File: src/rtl/trace_pkg.sv
// Shared types for the retire trace buffer: record kinds, record layout and field widths.
package trace_pkg;

  localparam int unsigned AW = 16;
  localparam int unsigned DW = 16;

  typedef enum logic [1:0] {
    KIND_REG  = 2'd0,
    KIND_MEM  = 2'd1,
    KIND_PC   = 2'd2,
    KIND_RSVD = 2'd3
  } kind_e;

  typedef struct packed {
    kind_e          kind;
    logic [DW-1:0]  pc;
    logic [AW-1:0]  addr;
    logic [DW-1:0]  data;
  } trace_rec_t;

  localparam int unsigned REC_W = $bits(trace_rec_t);

endpackage

File: src/rtl/retire_trace_buffer_if.sv
// Retire-lane capture bus plus valid/ready drain port of the trace buffer.
interface retire_trace_buffer_if
  import trace_pkg::*;
#(
  parameter int unsigned LANES = 2
);

  logic [LANES-1:0]    ret_valid;
  logic [2*LANES-1:0]  ret_kind;
  logic [DW*LANES-1:0] ret_pc;
  logic [AW*LANES-1:0] ret_addr;
  logic [DW*LANES-1:0] ret_data;
  logic                out_valid;
  logic                out_ready;
  trace_rec_t          out_rec;

  modport master (
    output ret_valid, ret_kind, ret_pc, ret_addr, ret_data, out_ready,
    input  out_valid, out_rec
  );

  modport slave (
    input  ret_valid, ret_kind, ret_pc, ret_addr, ret_data, out_ready,
    output out_valid, out_rec
  );

endinterface

File: src/rtl/retire_lane_compact.sv
// Per-lane accept decision and ascending-order slot offsets for packing accepted lanes.
module retire_lane_compact
  import trace_pkg::*;
#(
  parameter int unsigned  LANES = 2,
  localparam int unsigned SW    = $clog2(LANES + 1)
) (
  input  logic [LANES-1:0]    valid,
  input  logic [2*LANES-1:0]  kind,
  input  logic [3:0]          kind_mask,
  input  logic                enable,
  input  logic                stopped,
  output logic [LANES-1:0]    accept_c,
  output logic [LANES*SW-1:0] slot_c,
  output logic [SW-1:0]       n_acc_c
);

  logic [SW-1:0] run;
  logic [1:0]    k;
  logic          acc;

  // Running prefix sum: each accepted lane gets the count of accepted lanes below it.
  always_comb begin
    run      = '0;
    k        = '0;
    acc      = 1'b0;
    accept_c = '0;
    slot_c   = '0;
    for (int i = 0; i < int'(LANES); i++) begin
      k   = kind[2*i +: 2];
      acc = valid[i] & enable & ~stopped & (k != KIND_RSVD) & kind_mask[k];
      accept_c[i]       = acc;
      slot_c[i*SW +: SW] = run;
      run = run + SW'(acc);
    end
    n_acc_c = run;
  end

endmodule

File: src/rtl/retire_trace_buffer.sv
// Circular retire-trace buffer with kind filter, stop/wrap on full, halt freeze and drop accounting.
module retire_trace_buffer
  import trace_pkg::*;
#(
  parameter int unsigned LANES = 2,
  parameter int unsigned DEPTH = 16,
  parameter int unsigned CNTW  = 16
) (
  input  logic                         clk,
  input  logic                         reset,
  retire_trace_buffer_if.slave         bus,
  input  logic [3:0]                   kind_mask,
  input  logic                         enable,
  input  logic                         wrap_mode,
  input  logic                         halt,
  input  logic                         restart,
  output logic [$clog2(DEPTH+1)-1:0]   count,
  output logic [CNTW-1:0]              drop_cnt,
  output logic                         overflow,
  output logic                         stopped
);

  localparam int unsigned PW = $clog2(DEPTH);
  localparam int unsigned CW = $clog2(DEPTH + 1);
  localparam int unsigned SW = $clog2(LANES + 1);

  trace_rec_t          mem [DEPTH];
  trace_rec_t          lane_rec [LANES];
  logic [PW-1:0]       rp;
  logic [PW-1:0]       wp;
  logic [LANES-1:0]    accept;
  logic [LANES*SW-1:0] slot;
  logic [SW-1:0]       n_acc;
  logic [SW-1:0]       n_wr;
  logic [SW-1:0]       excess;
  logic [SW-1:0]       dropped;
  logic [CW:0]         free;
  logic [CNTW:0]       drop_sum;
  logic                pop;

  retire_lane_compact #(.LANES(LANES)) u_compact (
    .valid     (bus.ret_valid),
    .kind      (bus.ret_kind),
    .kind_mask (kind_mask),
    .enable    (enable),
    .stopped   (stopped),
    .accept_c  (accept),
    .slot_c    (slot),
    .n_acc_c   (n_acc)
  );

  assign bus.out_valid = (count != '0);
  assign bus.out_rec   = mem[rp];

  // Split accepted lanes into written / overwritten-oldest / dropped-newest.
  always_comb begin
    pop      = (count != '0) & bus.out_ready;
    free     = (CW+1)'(DEPTH) - (CW+1)'(count) + (CW+1)'(pop);
    n_wr     = n_acc;
    excess   = '0;
    dropped  = '0;
    if ((CW+1)'(n_acc) > free) begin
      if (wrap_mode) begin
        excess  = n_acc - SW'(free);
        dropped = excess;
      end else begin
        n_wr    = SW'(free);
        dropped = n_acc - SW'(free);
      end
    end
    drop_sum = (CNTW+1)'(drop_cnt) + (CNTW+1)'(dropped);
    for (int i = 0; i < int'(LANES); i++) begin
      lane_rec[i].kind = kind_e'(bus.ret_kind[2*i +: 2]);
      lane_rec[i].pc   = bus.ret_pc[DW*i +: DW];
      lane_rec[i].addr = bus.ret_addr[AW*i +: AW];
      lane_rec[i].data = bus.ret_data[DW*i +: DW];
    end
  end

  always_ff @(posedge clk) begin
    if (reset) begin
      rp       <= '0;
      wp       <= '0;
      count    <= '0;
      drop_cnt <= '0;
      overflow <= 1'b0;
      stopped  <= 1'b0;
    end else begin
      wp       <= wp + PW'(n_wr);
      rp       <= rp + PW'(pop) + PW'(excess);
      count    <= count + CW'(n_wr) - CW'(pop) - CW'(excess);
      drop_cnt <= drop_sum[CNTW] ? '1 : drop_sum[CNTW-1:0];
      overflow <= overflow | (dropped != '0);
      if (halt) begin
        stopped <= 1'b1;
      end else if (restart) begin
        stopped <= 1'b0;
      end
    end
  end

  // Storage is not reset; only lanes that fit this cycle are written.
  always_ff @(posedge clk) begin
    if (!reset) begin
      for (int i = 0; i < int'(LANES); i++) begin
        if (accept[i] && (slot[i*SW +: SW] < n_wr)) begin
          mem[wp + PW'(slot[i*SW +: SW])] <= lane_rec[i];
        end
      end
    end
  end

endmodule

File: src/flat_wrapper.sv
// flat-port wrapper written by rule: the top's interface ports become plain ports
module retire_trace_buffer_flat import trace_pkg::*;
#(
  parameter int unsigned LANES = 2,
  parameter int unsigned DEPTH = 16,
  parameter int unsigned CNTW  = 16
)
  (clk, reset, kind_mask, enable, wrap_mode, halt, restart, count, drop_cnt, overflow, stopped, bus_ret_valid, bus_ret_kind, bus_ret_pc, bus_ret_addr, bus_ret_data, bus_out_ready, bus_out_valid, bus_out_rec);
  retire_trace_buffer_if #(.LANES(LANES)) bus_i ();
  input  logic clk;
  input  logic reset;
  input  logic [3:0] kind_mask;
  input  logic enable;
  input  logic wrap_mode;
  input  logic halt;
  input  logic restart;
  output logic [$clog2(DEPTH+1)-1:0] count;
  output logic [CNTW-1:0] drop_cnt;
  output logic overflow;
  output logic stopped;
  input wire logic [$bits(bus_i.ret_valid)-1:0] bus_ret_valid;
  input wire logic [$bits(bus_i.ret_kind)-1:0] bus_ret_kind;
  input wire logic [$bits(bus_i.ret_pc)-1:0] bus_ret_pc;
  input wire logic [$bits(bus_i.ret_addr)-1:0] bus_ret_addr;
  input wire logic [$bits(bus_i.ret_data)-1:0] bus_ret_data;
  input wire logic [$bits(bus_i.out_ready)-1:0] bus_out_ready;
  output wire logic [$bits(bus_i.out_valid)-1:0] bus_out_valid;
  output wire logic [$bits(bus_i.out_rec)-1:0] bus_out_rec;
  assign bus_i.ret_valid = bus_ret_valid;
  assign bus_i.ret_kind = bus_ret_kind;
  assign bus_i.ret_pc = bus_ret_pc;
  assign bus_i.ret_addr = bus_ret_addr;
  assign bus_i.ret_data = bus_ret_data;
  assign bus_i.out_ready = bus_out_ready;
  assign bus_out_valid = bus_i.out_valid;
  assign bus_out_rec = bus_i.out_rec;
  retire_trace_buffer #(.LANES(LANES), .DEPTH(DEPTH), .CNTW(CNTW)) u_core (.clk(clk), .reset(reset), .bus(bus_i), .kind_mask(kind_mask), .enable(enable), .wrap_mode(wrap_mode), .halt(halt), .restart(restart), .count(count), .drop_cnt(drop_cnt), .overflow(overflow), .stopped(stopped));
endmodule
File: config.mk
export PLATFORM = sky130hd
export DESIGN_NAME = retire_trace_buffer_flat
export DESIGN_NICKNAME = d
export VERILOG_FILES = /design/src/rtl/trace_pkg.sv /design/src/rtl/retire_trace_buffer_if.sv /design/src/rtl/retire_lane_compact.sv /design/src/rtl/retire_trace_buffer.sv /design/src/flat_wrapper.sv
export SDC_FILE = /design/constraint.sdc
export NUM_CORES = 1
export LEC_CHECK = 0
export ABC_CLOCK_PERIOD_IN_PS = 12900
export CAP_MARGIN = 20
export CORE_MARGIN = 10
export CORE_UTILIZATION = 62
export DETAILED_ROUTE_END_ITERATION = 10
export PLACE_DENSITY = 0.81
export REMOVE_ABC_BUFFERS = 1
export SLEW_MARGIN = 10
export SYNTH_ARGS = -nofsm -noshare
export SYNTH_HDL_FRONTEND = slang
export SYNTH_SLANG_ARGS = --single-unit
export TNS_END_PERCENT = 30
File: constraint.sdc
create_clock -name clk -period 12.9 [get_ports clk]
set_clock_uncertainty 0.15 [all_clocks]
set_input_delay 1.29 -clock clk [delete_from_list [all_inputs] [get_ports clk]]
set_output_delay 1.29 -clock clk [all_outputs]
set_load 0.1 [all_outputs]
==> results.sh, run 1 <==
export IMPL_grt_max_degree=98
export IMPL_stdcell_count=3457
export IMPL_drv_slew=0
export IMPL_pwr_share_clk=0.315
export IMPL_p_switching_w=0.00250
export IMPL_syn2layout_area_growth_pct=11.3
export IMPL_ctsResizeCount=0
export IMPL_portBuffers=185
export IMPL_synth_edff_count=800
export IMPL_seqPwrFrac=0.387
export IMPL_core_area_um2=69800
export IMPL_ys_types=52
export IMPL_hold_class="register to register"
export IMPL_antenna_found_initial=15
export IMPL_std_cell_rows=97
export IMPL_p_int_w=0.00536
export IMPL_yosys_top_cells_area="edfxtp_1 (55%), mux2_2 (14%), mux4_2 (13%)"
export IMPL_grt_overflow=0
export IMPL_post_synth_cell_area_avg_um2=18.3
export IMPL_r2r_setup_slack_ns=6.58
export IMPL_synth_ff_type="edfxtp_1"
export IMPL_fmax_mhz=134
export IMPL_viasPerCell=6.74
export IMPL_grt_pass1_vias=24700
export IMPL_clkTransAtPathRegs_ns=0.06
export IMPL_status="finished, final reports clean"
export IMPL_nets=2580
export IMPL_post_cts_setup_buffers=0
export IMPL_cts_hold_buf=0
export IMPL_ys_seq_area_frac=0.566
export IMPL_cts_max_path_buffers=3
export IMPL_synth_warnings=0
export IMPL_crit_type="primary input to register"
export IMPL_dp_hpwl_mm=56.9
export IMPL_gp_congestion=0.757
export IMPL_netlist_area_um2=43500
export IMPL_worstSetupEndpointType="register"
export IMPL_clk_latency_ns=0.64
export IMPL_final_area_um2=48400
export IMPL_netlist_instances=2380
export IMPL_max_vdd_ir_drop_uv=225
export IMPL_routed_wl_met2_mm=54.7
export IMPL_ys_ff_latch=831
export IMPL_grt_use_total=0.266
export IMPL_yosys_area_top_type="edfxtp_1"
export IMPL_die_x_um=285
export IMPL_cts_htree_levels=3
export IMPL_antenna_left=0
export IMPL_avgRoutedWirePerCell_um=31.3
export IMPL_firstDrtPassIters=5
export IMPL_setup_violations=0
export IMPL_dr_wl_met3_mm=9.39
export IMPL_rsz0062_at_grt="no"
export IMPL_p_per_area_nw_per_um2=162
export IMPL_m1WireLength_mm=40.9
export IMPL_drc=0
export IMPL_cts_buffers=87
export IMPL_startpoint_type="primary input"
export IMPL_grt_pass1_wl_mm=162
export IMPL_dpl_worst_slack_ns=4.69
export IMPL_worstMarginPinSlew_ns=1.21
export IMPL_worstPathMaxFanout=51
export IMPL_cp_slowest_cell="and3_4"
export IMPL_drive_gt1_frac=0.491
export IMPL_required_ns=13.00
export IMPL_placed_area_um2=45600
export IMPL_drv_cap=0
export IMPL_via_count=23300
export IMPL_finalHoldViolations=0
export IMPL_cts_sinks=831
export IMPL_dieArea_um2=81200
export IMPL_critical_path_buf_inv_count=4
export IMPL_slew_headroom=0.194
export IMPL_tns_ns=0
export IMPL_fin_ws_ns=5.45
export IMPL_dr_first_iter_drc_count=2523
export IMPL_cts_root_buf="clkbuf_16"
export IMPL_initial_utilization=0.624
export IMPL_chipHeight_um=285
export IMPL_swShare=0.319
export IMPL_wirelength_mm=108
export IMPL_final_util=0.694
export IMPL_p_leak_nw=16.2
export IMPL_critical_path_max_stage_delay_ns=1.08
export IMPL_cp_cell_sequence="clkdlybuf4s50_1, inv_1, o21ai_0, nor4_1, ha_1, inv_1, ha_1, fa_1, a211oi_1, o211a_4, mux2i_4, and3_4, o21bai_4, buf_4"
export IMPL_place_inst=3289
export IMPL_pwr_share_comb=0.298
export IMPL_cts_tree="yes"
export IMPL_min_period_ns=7.45
export IMPL_cpLargestDelayFamily="simple AND/OR/NAND/NOR gates"
export IMPL_postSynth_asyncResetShare=0
export IMPL_dr_max_layer_used="met5"
export IMPL_io_pins=187
export IMPL_synth_top_area_frac=0.552
export IMPL_arrival_ns=7.56
export IMPL_finalCritPeriodShare=0.578
## state kept, by name, indices dropped and copies added (netlist names)
register	flops
u_core.stopped	1
u_core.wp	4
u_core.drop_cnt	16
u_core.mem	800
u_core.overflow	1
u_core.rp	4
u_core.count	5
## worst register-to-register path: stages, from the launching register on
cell	delay, ns
dfxtp_1	0.43
inv_1	0.10
ha_1	0.24
nand3_1	0.12
nand2_1	0.16
ha_1	0.38
inv_1	0.06
ha_1	0.21
fa_1	0.42
a211oi_1	0.30
o211a_4	0.27
mux2i_4	0.82
and3_4	1.09
o21bai_4	0.41
buf_4	0.75
## stage by stage
step / hold slack (ns) / power (W)
finish: 0.376 / 0.00786
global placement: 0.338 / 0.00543
CTS: 0.387 / 0.00791
floorplan: 0.472 / 0.00520
detailed placement: 0.369 / 0.00546
global route: 0.416 / 0.00811
## metal layers
layer  global-route usage  vias to the layer above
li1                     -                     9703
met4               0.0805                       20
met2                0.448                     1094
met3               0.0554                      240
met1                0.347                    12200
met5                    0                        -
## cells in the mapped netlist (15+ instances only)
library cell,number
a21oi_1,20
buf_1,15
buf_2,21
buf_6,71
clkbuf_1,149
dfxtp_1,31
edfxtp_1,800
ha_1,17
inv_1,24
mux2_1,23
mux2_2,533
mux2_4,245
mux4_2,250
nand2_1,17
nor2_1,28
## cell usage in the layout (no fill, tap or decap), types with 7 or more instances in the layout
cell	instances
nand3_4	9
nor2b_1	8
mux2_1	23
buf_4	39
clkbuf_16	89
mux2i_1	7
fa_1	9
inv_1	24
ha_1	17
clkbuf_1	19
mux2_4	245
mux4_2	250
bufinv_16	8
clkdlybuf4s50_1	185
and3_4	7
nand2_1	17
a21oi_1	20
mux2_2	533
clkinv_1	19
clkinv_2	16
nand3_1	10
edfxtp_1	800
dfxtp_1	27
nor2_1	28
xnor2_1	13
## final cells by class
cell class / count / area (µm²)
diodes: 5 / 12.5
clock buffers: 108 / 2300
clock inverters: 52 / 467
fillers: 4395 / 21300
inverters: 24 / 90.1
multi-input cells: 1269 / 17500
flip-flops and latches: 831 / 24700
well taps: 940 / 1180
repair buffers: 228 / 2240
## cell families after synthesis
group | share of synthesized area
adder cells (fa/ha/maj) | 0.00903
flip-flops | 0.566
AND/OR/NAND/NOR | 0.0157
XOR/XNOR | 0.00382
multiplexers | 0.360
AO/OA/AOI/OAI | 0.00842
buffers and inverters | 0.0370
## path summary, 6_finish.rpt
| check | start | endpoint | cells past startpoint |
|---|---|---|---|
| worst min-delay path | u_core.stopped | u_core.stopped | 2 |
| worst max-delay path | bus_ret_kind[3] | u_core.mem[14][16] | 14 |
| worst min register to register | u_core.stopped | u_core.stopped | 2 |
| worst max register to register | u_core.count[2] | u_core.mem[14][16] | 14 |
## power by group through the flow
stage                     sequential (W)  combinational [W]  clock [W]
after floorplan                  0.00331            0.00189          0
after global placement           0.00310            0.00233          0
after detailed placement         0.00310            0.00236          0
after CTS                        0.00304            0.00237    0.00250
after global routing             0.00305            0.00246    0.00260
final                            0.00304            0.00234    0.00248
Note: power is estimated with default switching activity, not from simulation.
==> run 2, diff against run 1 <==
ABC_CLOCK_PERIOD_IN_PS = 6100   (was 12900)
CORE_UTILIZATION = 56   (was 62)
PLACE_DENSITY = 0.77   (was 0.81)
clock period = 6.1 ns   (was 12.9 ns; I/O delays follow)
==> results.sh, run 2 (same netlist as run 1, synthesis figures left out) <==
export IMPL_status="finished, final reports clean"
export IMPL_hold_start="u_core.overflow"
export IMPL_drc=0
export IMPL_min_period_ns=5.43
export IMPL_cts_tree="yes"
export IMPL_rsz0062_at_grt="no"
export IMPL_hold_class="register to register"
export IMPL_stdcell_count=3606
export IMPL_cts_buffers=88
export IMPL_max_vdd_ir_drop_uv=619
export IMPL_p_leak_nw=16.5
export IMPL_worstPathMaxFanout=5
export IMPL_firstDrtPassIters=5
export IMPL_drv_slew=0
export IMPL_antenna_found_initial=15
export IMPL_core_area_um2=77200
export IMPL_largest_register_ffs=800
export IMPL_whs_endpoint="u_core.overflow"
export IMPL_rr_startpoint="u_core.count[2]"
export IMPL_initial_utilization=0.564
export IMPL_avgRoutedWirePerCell_um=31.2
export IMPL_gp_congestion=0.789
export IMPL_place_inst=3437
export IMPL_crit_type="register to register"
export IMPL_fmax_mhz=184
export IMPL_finalCritPeriodShare=0.890
export IMPL_post_cts_setup_buffers=0
export IMPL_grt_use_total=0.249
export IMPL_worstMarginPinSlew_ns=1.06
export IMPL_startpoint_type="register"
export IMPL_drive_gt1_frac=0.502
export IMPL_final_cell_mix="edfxtp_1 (800), mux2_2 (533), mux4_2 (250)"
export IMPL_reg2regPathDepth=22
export IMPL_grt_pass1_vias=24700
export IMPL_cts_root_buf="clkbuf_16"
export IMPL_syn2layout_area_growth_pct=13.3
export IMPL_viasPerCell=6.52
export IMPL_std_cell_rows=102
export IMPL_seqPwrFrac=0.384
export IMPL_p_int_w=0.0115
export IMPL_pwr_share_clk=0.318
export IMPL_dieArea_um2=89300
export IMPL_worstSetupEndpointType="register"
export IMPL_dp_hpwl_mm=63.4
export IMPL_antenna_left=0
export IMPL_nets=2626
export IMPL_swShare=0.318
export IMPL_pwr_share_comb=0.299
export IMPL_wirelength_mm=112
export IMPL_holdWs_ns=0.357
export IMPL_p_per_area_nw_per_um2=343
export IMPL_clkTransAtPathRegs_ns=0.06
export IMPL_setup_violations=0
export IMPL_grt_pass1_wl_mm=166
export IMPL_p_switching_w=0.00538
export IMPL_r2r_setup_slack_ns=0.67
export IMPL_crit_reg2reg_capture="u_core.count[4]"
export IMPL_final_common_cell="edfxtp_1"
export IMPL_grt_overflow=0
export IMPL_cts_htree_levels=3
export IMPL_io_pins=187
export IMPL_required_ns=6.47
export IMPL_clk_latency_ns=0.65
export IMPL_slew_headroom=0.296
export IMPL_grt_max_degree=65
export IMPL_ctsResizeCount=0
export IMPL_cts_max_path_buffers=3
export IMPL_min_delay_path_depth=2
export IMPL_via_count=23500
export IMPL_dr_first_iter_drc_count=2489
export IMPL_cts_hold_buf=0
export IMPL_cts_sinks=831
export IMPL_portBuffers=185
export IMPL_drv_cap=0
export IMPL_die_x_um=299
export IMPL_finalHoldViolations=0
export IMPL_arrival_ns=5.80
export IMPL_chipHeight_um=299
[run 2: worst max-delay path, cell delays in order, from the launching register on]
cell	delay, ns
dfxtp_1	0.45
inv_1	0.11
ha_1	0.24
nand3_1	0.11
nand2_1	0.15
ha_1	0.36
inv_1	0.05
ha_1	0.21
fa_1	0.42
a211oi_1	0.28
o21ai_0	0.19
nor2_1	0.15
nand2_1	0.14
fa_1	0.56
inv_1	0.07
fa_1	0.55
nor2_1	0.09
fa_1	0.46
a21oi_1	0.17
nor2_1	0.06
nor2_1	0.11
xor2_1	0.17
nor2_1	0.05
[run 2: routing by layer]
| metal | wire length (µm) | global-route usage | up-vias | share of wire |
|---|---|---|---|---|
| met5 | 102 | 0 | - | 0.00091 |
| met4 | 2660 | 0.0742 | 16 | 0.024 |
| met3 | 9650 | 0.0528 | 194 | 0.086 |
| met2 | 55900 | 0.411 | 1028 | 0.50 |
| met1 | 44100 | 0.331 | 12500 | 0.39 |
| li1 | - | - | 9808 | - |
[run 2: final cells by class]
cell class	instances	area [µm²]
Fill cell	5290	27900
Sequential cell	831	24700
Multi-Input combinational cell	1269	17500
Timing Repair Buffer	273	2860
Clock buffer	104	2300
Tap cell	1040	1300
Clock inverter	59	577
Inverter	24	90.1
Antenna cell	6	15.0
[run 2: worst max path at each step]
stage | from | endpoint | slack, ns | cells past startpoint
after floorplan | u_core.rp[0] | bus_out_rec[0] | -4.28 | 2
after global placement | bus_ret_kind[3] | u_core.count[4] | 0.34 | 22
after detailed placement | bus_ret_kind[0] | u_core.count[4] | 0.21 | 22
after CTS | u_core.count[2] | u_core.count[4] | 0.65 | 22
after global routing | u_core.count[2] | u_core.count[4] | 0.32 | 22
final | u_core.count[2] | u_core.count[4] | 0.67 | 22
[run 2: power groups by stage]
stage	Clock (W)	Combinational, W	Sequential [W]
after global routing	0.00567	0.00530	0.00650
after floorplan	0	0.00360	0.00695
after detailed placement	0	0.00508	0.00661
after global placement	0	0.00501	0.00661
after CTS	0.00543	0.00510	0.00649
final	0.00537	0.00505	0.00649
[run 2: stage by stage]
stage | total power, W | utilization | setup TNS [ns] | setup slack, ns | instance area (µm²)
finish | 0.0169 | 0.639 | 0 | 0.672 | 49300
global route | 0.0175 | 0.639 | 0 | 0.319 | 49300
CTS | 0.0170 | 0.638 | 0 | 0.652 | 49300
detailed placement | 0.0117 | 0.601 | 0 | 0.212 | 46400
global placement | 0.0116 | 0.601 | 0 | 0.338 | 46400
floorplan | 0.0105 | - | -2863.26 | -4.28 | 42000
==> run 3, diff against run 2 <==
CORE_UTILIZATION = 30   (was 56)
PLACE_DENSITY = 0.59   (was 0.77)
==> results.sh, run 3 (same netlist as run 1, synthesis figures left out) <==
export IMPL_status="finished, final reports clean"
export IMPL_drive_gt1_frac=0.503
export IMPL_p_int_w=0.0117
export IMPL_arrival_ns=5.99
export IMPL_wirelength_mm=128
export IMPL_hold_start="u_core.overflow"
export IMPL_dr_first_iter_drc_count=1825
export IMPL_slew_headroom=0.276
export IMPL_cp_cell_sequence="inv_1, ha_1, nand3_1, nand2_1, ha_1, inv_1, ha_1, fa_1, a211oi_1, o21ai_0, nor2_1, nand2_1, fa_1, fa_1, ha_1, a21oi_1, nor3b_1, a311o_1, a311o_1"
export IMPL_p_per_area_nw_per_um2=342
export IMPL_drc=0
export IMPL_cts_max_path_buffers=3
export IMPL_drv_cap=0
export IMPL_min_delay_path_depth=2
export IMPL_post_cts_setup_buffers=0
export IMPL_worstMarginPinSlew_ns=1.09
export IMPL_final_cell_mix="edfxtp_1 (800), mux2_2 (533), mux4_2 (250)"
export IMPL_seqPwrFrac=0.375
export IMPL_io_pins=187
export IMPL_gp_congestion=0.779
export IMPL_initial_utilization=0.303
export IMPL_final_seq_area_um2=24700
export IMPL_antenna_found_initial=31
export IMPL_viasPerCell=5.30
export IMPL_tns_ns=0
export IMPL_min_period_ns=5.58
export IMPL_final_common_cell="edfxtp_1"
export IMPL_path_common_cell="ha_1"
export IMPL_hold_class="register to register"
export IMPL_cts_buffers=94
export IMPL_max_vdd_ir_drop_uv=638
export IMPL_drv_slew=0
export IMPL_fin_ws_ns=0.523
export IMPL_cts_root_buf="clkbuf_16"
export IMPL_startpoint_type="register"
export IMPL_grt_pass1_vias=25100
export IMPL_p_switching_w=0.00571
export IMPL_grt_overflow=0
export IMPL_setup_violations=0
export IMPL_rr_startpoint="u_core.count[2]"
export IMPL_die_x_um=401
export IMPL_ctsResizeCount=0
export IMPL_rsz0062_at_grt="no"
export IMPL_r2r_setup_slack_ns=0.52
export IMPL_std_cell_rows=139
export IMPL_grt_use_total=0.154
export IMPL_crit_type="register to register"
export IMPL_swShare=0.329
export IMPL_p_leak_nw=16.7
export IMPL_nets=2645
export IMPL_holdWs_ns=0.367
export IMPL_core_area_um2=144000
export IMPL_finalPower_w=0.0174
export IMPL_fill_cells=13300
export IMPL_final_util=0.353
export IMPL_grt_pass1_wl_mm=182
export IMPL_multiInputGateArea_um2=17500
export IMPL_dp_hpwl_mm=73.9
export IMPL_pwr_share_comb=0.298
export IMPL_portBuffers=185
export IMPL_syn2layout_area_growth_pct=16.7
export IMPL_antenna_left=0
export IMPL_reg2regPathDepth=19
export IMPL_firstDrtPassIters=5
export IMPL_clk_latency_ns=0.71
export IMPL_chipHeight_um=401
export IMPL_cts_htree_levels=3
export IMPL_worstPathMaxFanout=5
export IMPL_via_count=23800
export IMPL_pwr_share_clk=0.327
export IMPL_finalCritPeriodShare=0.914
export IMPL_grt_max_degree=56
export IMPL_whs_endpoint="u_core.overflow"
export IMPL_avgRoutedWirePerCell_um=28.5
export IMPL_crit_reg2reg_capture="u_core.count[3]"
export IMPL_finalHoldViolations=0
export IMPL_worstSetupEndpointType="register"
export IMPL_fmax_mhz=179
export IMPL_dpl_worst_slack_ns=0.191
export IMPL_critical_path_max_stage_delay_ns=0.43
export IMPL_cts_sinks=831
export IMPL_cts_hold_buf=0
export IMPL_clkTransAtPathRegs_ns=0.06
export IMPL_cp_slowest_cell="dfxtp_1"
export IMPL_dieArea_um2=161000
export IMPL_cts_tree="yes"
export IMPL_largest_register_ffs=800
export IMPL_required_ns=6.51
run 3: cell types whose count changed in the layout (fill, tap and decap cells not counted), moves of 3 or more:
cell / before / now
buf_12: 28 / 37
clkinv_2: 22 / 14
clkinv_16: 1 / 4
clkbuf_1: 14 / 23
buf_4: 60 / 63
clkbuf_16: 90 / 94
run 3: worst max-delay path, delay by kind of cell (launching register included):
| kind | cells | cell delay, ns |
|---|---|---|
| compound gates | 5 | 1.57 |
| simple gates | 5 | 0.70 |
| flops | 1 | 0.43 |
| fa+ha+maj | 7 | 2.45 |
| buf+inv | 2 | 0.15 |
run 3: cell type report:
| type | instances | area share |
|---|---|---|
| multi-input cells | 1269 | 0.344 |
| flip-flops and latches | 831 | 0.485 |
| inverters | 24 | 0.00177 |
| clock buffers | 117 | 0.0480 |
| diodes | 4 | 0.000197 |
| clock inverters | 58 | 0.0126 |
| well taps | 1903 | 0.0469 |
| repair buffers | 286 | 0.0606 |
run 3: worst max path at each step:
stage | to | startpoint
floorplan | bus_out_rec[0] | u_core.rp[0]
global placement | u_core.count[4] | bus_ret_kind[3]
detailed placement | u_core.count[4] | bus_ret_kind[0]
CTS | u_core.count[3] | u_core.count[2]
global route | u_core.count[4] | u_core.count[2]
finish | u_core.count[3] | u_core.count[2]
run 3: per-layer routing:
| layer | track usage | wire length [µm] | up-vias |
|---|---|---|---|
| li1 | - | - | 9855 |
| met1 | 0.203 | 54100 | 12800 |
| met2 | 0.256 | 62100 | 913 |
| met3 | 0.0347 | 8710 | 256 |
| met4 | 0.0399 | 3100 | 28 |
| met5 | 0 | 161 | - |
run 3: stage by stage:
stage                     instance area (µm²)  instances
after floorplan                         42000       2124
after global placement                  47700       4312
after detailed placement                47700       4313
after CTS                               50800       4488
after global routing                    50800       4489
final                                   50800       4492
run 3: power groups by stage:
| stage | logic, W | registers [W] | clock network (W) |
|---|---|---|---|
| 2_1_floorplan | 0.00360 | 0.00695 | 0 |
| 3_3_place_gp | 0.00515 | 0.00663 | 0 |
| 3_5_place_dp | 0.00522 | 0.00663 | 0 |
| 4_1_cts | 0.00524 | 0.00651 | 0.00579 |
| 5_1_grt | 0.00543 | 0.00652 | 0.00600 |
| 6_report | 0.00517 | 0.00651 | 0.00569 |
